==> src/rtl/fb_pkg.sv <==
// Shared constants and state encoding for the framebuffer write scheduler.
package fb_pkg;

    localparam int FB_VIRT_W    = 160;
    localparam int FB_VIRT_H    = 120;
    localparam int FB_MEM_WORDS = FB_VIRT_W * FB_VIRT_H;
    localparam int FB_RGB_W     = 24;

    typedef enum logic [1:0] {
        S_IDLE      = 2'd0,
        S_CLEAR     = 2'd1,
        S_SWAP_WAIT = 2'd2
    } fb_state_e;

endpackage

==> src/rtl/fb_rr_arb2.sv <==
// Two-way round-robin arbiter; lg is the last winner, so ~lg wins a tie.
module fb_rr_arb2 (
    input  logic [1:0] req,
    input  logic       lg,
    input  logic       en,
    output logic [1:0] gnt,
    output logic       lg_nxt
);

    logic win;

    always_comb begin
        gnt    = 2'b00;
        lg_nxt = lg;
        win    = (req == 2'b11) ? ~lg : req[1];
        if (en && (req != 2'b00)) begin
            gnt    = win ? 2'b10 : 2'b01;
            lg_nxt = win;
        end
    end

endmodule

==> src/rtl/fb_write_sched.sv <==
// Back-buffer write scheduler: pixel arbitration, frame-aligned swap, optional
// full-buffer clear built only when FB_CLEAR_EN is defined.
module fb_write_sched
    import fb_pkg::*;
#(
    parameter int VIRT_W    = FB_VIRT_W,
    parameter int VIRT_H    = FB_VIRT_H,
    parameter int MEM_WORDS = FB_MEM_WORDS,
    parameter int ADDR_W    = 15
) (
    input  logic                clk,
    input  logic                rst,
    input  logic                frame_done,
    input  logic [1:0]          req,
    input  logic [7:0]          px_x0,
    input  logic [7:0]          px_x1,
    input  logic [6:0]          px_y0,
    input  logic [6:0]          px_y1,
    input  logic [FB_RGB_W-1:0] px_rgb0,
    input  logic [FB_RGB_W-1:0] px_rgb1,
    output logic [1:0]          gnt,
    output logic                oob_err,
    input  logic                clear_start,
    input  logic [FB_RGB_W-1:0] clear_rgb,
    output logic                clear_done,
    input  logic                swap_req,
    output logic                swap_ack,
    output logic                back_sel,
    output logic [ADDR_W-1:0]   wr_addr,
    output logic [FB_RGB_W-1:0] wr_data,
    output logic                wr_en,
    output logic                busy
);

    localparam logic [7:0]        X_LIM = 8'(VIRT_W);
    localparam logic [6:0]        Y_LIM = 7'(VIRT_H);
    localparam logic [ADDR_W-1:0] H_A   = ADDR_W'(VIRT_H);

    fb_state_e state_q, state_d;
    logic      frame_done_q, fd_rise;
    logic      lg_q, lg_d;
    logic      go_clear, arb_en;
    logic [1:0] arb_gnt;

    logic [1:0]          gnt_q, gnt_d;
    logic                oob_q, oob_d;
    logic                clear_done_q, clear_done_d;
    logic                swap_ack_q, swap_ack_d;
    logic                back_sel_q, back_sel_d;
    logic [ADDR_W-1:0]   wr_addr_q, wr_addr_d;
    logic [FB_RGB_W-1:0] wr_data_q, wr_data_d;
    logic                wr_en_q, wr_en_d;
    logic                busy_q, busy_d;

    logic [7:0]          sel_x;
    logic [6:0]          sel_y;
    logic [FB_RGB_W-1:0] sel_rgb;
    logic                in_range;
    logic [ADDR_W-1:0]   px_addr;

`ifdef FB_CLEAR_EN
    localparam logic [ADDR_W-1:0] WORDS_A = ADDR_W'(MEM_WORDS);
    logic [ADDR_W-1:0]   clr_cnt_q, clr_cnt_d;
    logic [FB_RGB_W-1:0] clr_rgb_q, clr_rgb_d;
    assign go_clear = clear_start;
`else
    logic unused_clr;
    assign unused_clr = ^{clear_start, clear_rgb, MEM_WORDS[0]};
    assign go_clear   = 1'b0;
`endif

    assign fd_rise = frame_done & ~frame_done_q;
    // Pixels only compete when nothing of higher priority is starting this cycle.
    assign arb_en  = (state_q == S_IDLE) & ~go_clear & ~swap_req;

    fb_rr_arb2 u_arb (
        .req    (req),
        .lg     (lg_q),
        .en     (arb_en),
        .gnt    (arb_gnt),
        .lg_nxt (lg_d)
    );

    assign sel_x    = arb_gnt[1] ? px_x1   : px_x0;
    assign sel_y    = arb_gnt[1] ? px_y1   : px_y0;
    assign sel_rgb  = arb_gnt[1] ? px_rgb1 : px_rgb0;
    assign in_range = (sel_x < X_LIM) && (sel_y < Y_LIM);
    assign px_addr  = ADDR_W'(sel_x) * H_A + ADDR_W'(sel_y);

    always_ff @(posedge clk or negedge rst) begin
        if (!rst) state_q <= S_IDLE;
        else      state_q <= state_d;
    end

    always_comb begin
        state_d = state_q;
        case (state_q)
            S_IDLE: begin
                if (go_clear)      state_d = S_CLEAR;
                else if (swap_req) state_d = S_SWAP_WAIT;
            end
`ifdef FB_CLEAR_EN
            S_CLEAR:     if (clr_cnt_q == WORDS_A) state_d = S_IDLE;
`endif
            S_SWAP_WAIT: if (fd_rise) state_d = S_IDLE;
            default:     state_d = S_IDLE;
        endcase
    end

    always_comb begin
        gnt_d        = 2'b00;
        oob_d        = 1'b0;
        clear_done_d = 1'b0;
        swap_ack_d   = 1'b0;
        back_sel_d   = back_sel_q;
        wr_addr_d    = wr_addr_q;
        wr_data_d    = wr_data_q;
        wr_en_d      = 1'b0;
        busy_d       = (state_d != S_IDLE);
`ifdef FB_CLEAR_EN
        clr_cnt_d    = clr_cnt_q;
        clr_rgb_d    = clr_rgb_q;
`endif
        case (state_q)
            S_IDLE: begin
`ifdef FB_CLEAR_EN
                if (go_clear) begin
                    wr_addr_d = '0;
                    wr_data_d = clear_rgb;
                    wr_en_d   = 1'b1;
                    clr_rgb_d = clear_rgb;
                    clr_cnt_d = ADDR_W'(1);
                end else
`endif
                if (arb_gnt != 2'b00) begin
                    gnt_d = arb_gnt;
                    if (in_range) begin
                        wr_addr_d = px_addr;
                        wr_data_d = sel_rgb;
                        wr_en_d   = 1'b1;
                    end else begin
                        oob_d = 1'b1;
                    end
                end
            end
`ifdef FB_CLEAR_EN
            // clr_cnt_q is the next word to write; reaching MEM_WORDS means done.
            S_CLEAR: begin
                if (clr_cnt_q == WORDS_A) begin
                    clear_done_d = 1'b1;
                end else begin
                    wr_addr_d = clr_cnt_q;
                    wr_data_d = clr_rgb_q;
                    wr_en_d   = 1'b1;
                    clr_cnt_d = clr_cnt_q + ADDR_W'(1);
                end
            end
`endif
            S_SWAP_WAIT: begin
                if (fd_rise) begin
                    back_sel_d = ~back_sel_q;
                    swap_ack_d = 1'b1;
                end
            end
            default: ;
        endcase
    end

    always_ff @(posedge clk or negedge rst) begin
        if (!rst) begin
            frame_done_q <= 1'b0;
            lg_q         <= 1'b1;
            gnt_q        <= 2'b00;
            oob_q        <= 1'b0;
            clear_done_q <= 1'b0;
            swap_ack_q   <= 1'b0;
            back_sel_q   <= 1'b0;
            wr_addr_q    <= '0;
            wr_data_q    <= '0;
            wr_en_q      <= 1'b0;
            busy_q       <= 1'b0;
`ifdef FB_CLEAR_EN
            clr_cnt_q    <= '0;
            clr_rgb_q    <= '0;
`endif
        end else begin
            frame_done_q <= frame_done;
            lg_q         <= lg_d;
            gnt_q        <= gnt_d;
            oob_q        <= oob_d;
            clear_done_q <= clear_done_d;
            swap_ack_q   <= swap_ack_d;
            back_sel_q   <= back_sel_d;
            wr_addr_q    <= wr_addr_d;
            wr_data_q    <= wr_data_d;
            wr_en_q      <= wr_en_d;
            busy_q       <= busy_d;
`ifdef FB_CLEAR_EN
            clr_cnt_q    <= clr_cnt_d;
            clr_rgb_q    <= clr_rgb_d;
`endif
        end
    end

    assign gnt        = gnt_q;
    assign oob_err    = oob_q;
    assign clear_done = clear_done_q;
    assign swap_ack   = swap_ack_q;
    assign back_sel   = back_sel_q;
    assign wr_addr    = wr_addr_q;
    assign wr_data    = wr_data_q;
    assign wr_en      = wr_en_q;
    assign busy       = busy_q;

endmodule

==> config.mk <==
export PLATFORM = sky130hd
export DESIGN_NAME = fb_write_sched
export DESIGN_NICKNAME = d
export VERILOG_FILES = /design/src/rtl/fb_pkg.sv /design/src/rtl/fb_rr_arb2.sv /design/src/rtl/fb_write_sched.sv
export SDC_FILE = /design/constraint.sdc
export NUM_CORES = 1
export LEC_CHECK = 0
export CAP_MARGIN = 20
export CORE_ASPECT_RATIO = 0.9
export CORE_MARGIN = 4
export CORE_UTILIZATION = 35
export CTS_CLUSTER_SIZE = 24
export DETAILED_ROUTE_END_ITERATION = 10
export GPL_TIMING_DRIVEN = 0
export PLACE_DENSITY = 0.79
export SLEW_MARGIN = 15
export SYNTH_ARGS = -nofsm -noshare
export SYNTH_HDL_FRONTEND = slang
export SYNTH_SLANG_ARGS = --single-unit
==> constraint.sdc <==
create_clock -name clk -period 5.8 [get_ports clk]
set_clock_uncertainty 0.1 [all_clocks]
set_input_delay 1.74 -clock clk [delete_from_list [all_inputs] [get_ports clk]]
set_output_delay 1.74 -clock clk [all_outputs]
set_load 0.01 [all_outputs]
==> summary.txt <==
Cells and area
  • Total inserted antenna cells: 0
  • Filler instances: 841
  • Share of cells above drive strength 1: 16.3%
  • Core Util, Final: about 56%
  • Layout Area Growth over Synthesis: 56.5%
  • Post-layout nets: 648

Clock tree
  • Root buffer cell: clkbuf_8
  • Quantity of hold-fixing buffers added after cts: 0
  • Clock buffer depth: 2
  • TritonCTS clock tree: yes
  • Clk sinks: 50
  • H-tree Lvls: 2
  • Clk slew on worst S/H paths: 0.10 ns
  • Worst-Skew Late Latency: between 0.3 and 0.4 ns
  • CTS buffer count: 5

Detailed routing
  • Via count: between 3000 and 4000
  • Final antenna-violating net count: 0
  • Drt initial violations: 109
  • Post-DR vias/cell: 4.94
  • Final wirelength: about 9.6 mm
  • DR DRC count: 0
  • Wire per inst: 15.1 um
  • Drt pass-1 iters: 4

Worst setup path
  • Crit path capture type: flop
  • CP cell instances: dlygate4sd2_1, nor3_4, nand3_4, buf_4, mux2i_4, xor2_2, ha_1, inv_1, fa_1, inv_1, ha_1, buf_4, o21ai_2, or4b_4, o2111ai_4, nand3_2, nor4_4, xnor2_1, mux2_2
  • CP bufs+invs: 5
  • Startpoint Class: primary input
  • Worst Path Required: a little under 6 ns
  • CP max FO: 7
  • Critical path's largest stage delay: a little over 0.5 ns
  • Critical path data arrival time: approximately 5.7 ns
  • Worst path slowest cell: or4b_4
  • Crit Path Category: primary input to flop
  • Critical path's top delay family: simple AND/OR/NAND/NOR gates

GRT
  • Remaining Overflow, GRT: 0
  • Pin count of the biggest net entering global routing: 33
  • Busiest grt layer: met2
  • Total track usage: 16.6%
  • Number of global-route vias before repair: 3357
  • GR met1 Demand/Resource: between 10% and 20%
  • Initial antenna violation count: 0
  • Met3 Resource Use GR: 3.02%
  • Met2 GRT Util: 31.3%
  • First-pass GRT wire length: 15.8 mm

Synth
  • Yosys warnings: 0
  • Post-Syn Instances: 352
  • Synth cell types: 56
  • Mapped Area: between 3000 and 4000 um^2
  • Top-count cell post-synth: dfrtp_1
  • Ys async rst share: 100%
  • List of most frequent post-synthesis cells: 49 x dfrtp_1, 45 x nand2_1, 36 x inv_1
  • Yosys reg bits: 50
  • Ys flop type: dfrtp_1
  • Synth area leader: dfrtp_1
  • Synth top area share: 35.6%
  • Sequential fraction of the synthesis area: 36.3%
  • EDFF count, synth: 0
  • Ranking of synthesized cells by area: dfrtp_1 36%, mux2i_1 9.9%, ha_1 8.0%, fa_1 5.8%, o21ai_1 5.1%
  • Syn_area_per_cell: slightly below 10 um^2

STA
  • Fin crit share: 96.9%
  • Final Hold Fails: 0
  • Final setup vio count: 0
  • Worst Max-Slew Pin Slew: 0.739 ns
  • Slew HR: 50.7%
  • Tightest hold margin: 0.369 ns
  • Fmax: 0.178 GHz
  • Final min period: 5.62 ns
  • Fin. max-slew vios: 0
  • Final worst slack: 0.179 ns

Floorplan
  • Core area: 9660 um^2
  • Total die area: 11500 um^2
  • Initial core utilization: approximately 36%
  • Die width: 113 um
  • I/O pin cnt: 156
  • Cell row count: 34
  • Die Y: 102 um

Power and ir drop
  • Pleak: 2.59 nW
  • PD cells: 339 nW/um^2
  • Peak VDD IR: between 0.15 and 0.2 mV

Worst hold path
  • Hold crit path type: flop to flop

Placement
  • Pre-CTS setup slack: -0.906 ns
  • Port bufs: between 100 and 150
  • Final GP Congestion: about 0.8
  • Placed wire-length estimate: 7.47 mm

Run
  • Max-cap violations: 0

Run status
  • Status: finished, final reports clean
==> final cells by class <==
cell class / instances / area [um^2] / area share [%]
Clock inverter: 1 / 30.0 / 0.557
Tap cell: 126 / 158 / 2.92
Timing Repair Buffer: 148 / 1440 / 26.6
Multi-Input combinational cell: 250 / 2160 / 40.1
Inverter: 37 / 139 / 2.57
Clock buffer: 7 / 76.3 / 1.41
Buffer: 15 / 141 / 2.62
Sequential cell: 50 / 1250 / 23.2
==> registers in the layout (all words and copies together), names as in the netlist <==
name,flops
swap_ack,1
state_q,2
back_sel,1
wr_en,1
wr_addr,15
lg_q,1
oob_err,1
busy,1
gnt,2
frame_done_q,1
wr_data,24
==> path summary, 6_finish.rpt <==
kind | start | end | slack, ns | cells past startpoint
max | swap_req | wr_addr[14] | 0.18 | 19
min | frame_done_q | swap_ack | 0.37 | 1
max reg2reg | state_q[0] | wr_addr[14] | 1.36 | 18
min reg2reg | frame_done_q | swap_ack | 0.37 | 1
max in group asynchronous | rst | lg_q | 3.76 | 2
min in group asynchronous | rst | wr_data[12] | 1.27 | 1
==> layer usage <==
| layer | share of wire [%] | vias to the layer above | routed length, um |
|---|---|---|---|
| met5 | 0 | - | 0 |
| met4 | 1.4 | 0 | 138 |
| met3 | 5.1 | 10 | 489 |
| met2 | 53 | 98 | 5120 |
| met1 | 40 | 1513 | 3830 |
| li1 | - | 1513 | - |
==> metrics by stage <==
stage	TNS [ns]	total power (W)	std cells	area [um^2]
2_1_floorplan	0	0.00104	353	3480
3_3_place_gp	-3.50	0.00138	608	4920
3_5_place_dp	-4.27	0.00141	609	4940
4_1_cts	0	0.00175	626	5270
5_1_grt	-0.0363	0.00197	634	5400
6_report	0	0.00183	634	5400
==> kinds of logic after synthesis <==
| kind of cell | Yosys count | share of synthesized area, % |
|---|---|---|
| buffers and inverters | 53 | 7.18 |
| muxes | 43 | 13.1 |
| and+or+nand+nor | 77 | 10.9 |
| xor gates and xnor gates | 17 | 4.32 |
| DFF | 50 | 36.3 |
| AOI/OAI and AO/OA | 79 | 14.2 |
| adders and majority gates | 32 | 13.8 |
| other | 1 | 0.109 |
==> power by group <==
group | switching [W] | internal, W | leakage (nW) | total [W]
sequential | 0.0000518 | 0.000446 | 0.627 | 0.000498
clock | 0.000115 | 0.000129 | 0.0524 | 0.000244
combinational | 0.000525 | 0.000561 | 1.91 | 0.00109
total | 0.000692 | 0.00114 | 2.59 | 0.00183
==> placed cells by master (no fill, tap or decap), types with 5 or more instances in the layout <==
master,count
inv_1,34
mux2_2,5
xnor2_1,6
a21oi_1,9
clkbuf_8,5
mux2i_1,29
clkdlybuf4s50_1,125
nand2_1,41
mux2i_4,5
ha_1,19
dfrtp_1,49
nor2_1,10
o21ai_1,35
fa_1,10
buf_6,5
xor2_1,7
buf_4,21
==> timing repair <==
action / 4_1_cts / 5_1_grt
buffers inserted: 10 / 8
resized for setup: 29 / 19
endpoints found under the setup margin: 6 / 5
pin swaps: 11 / 13
(Power assumes the default switching activity.)
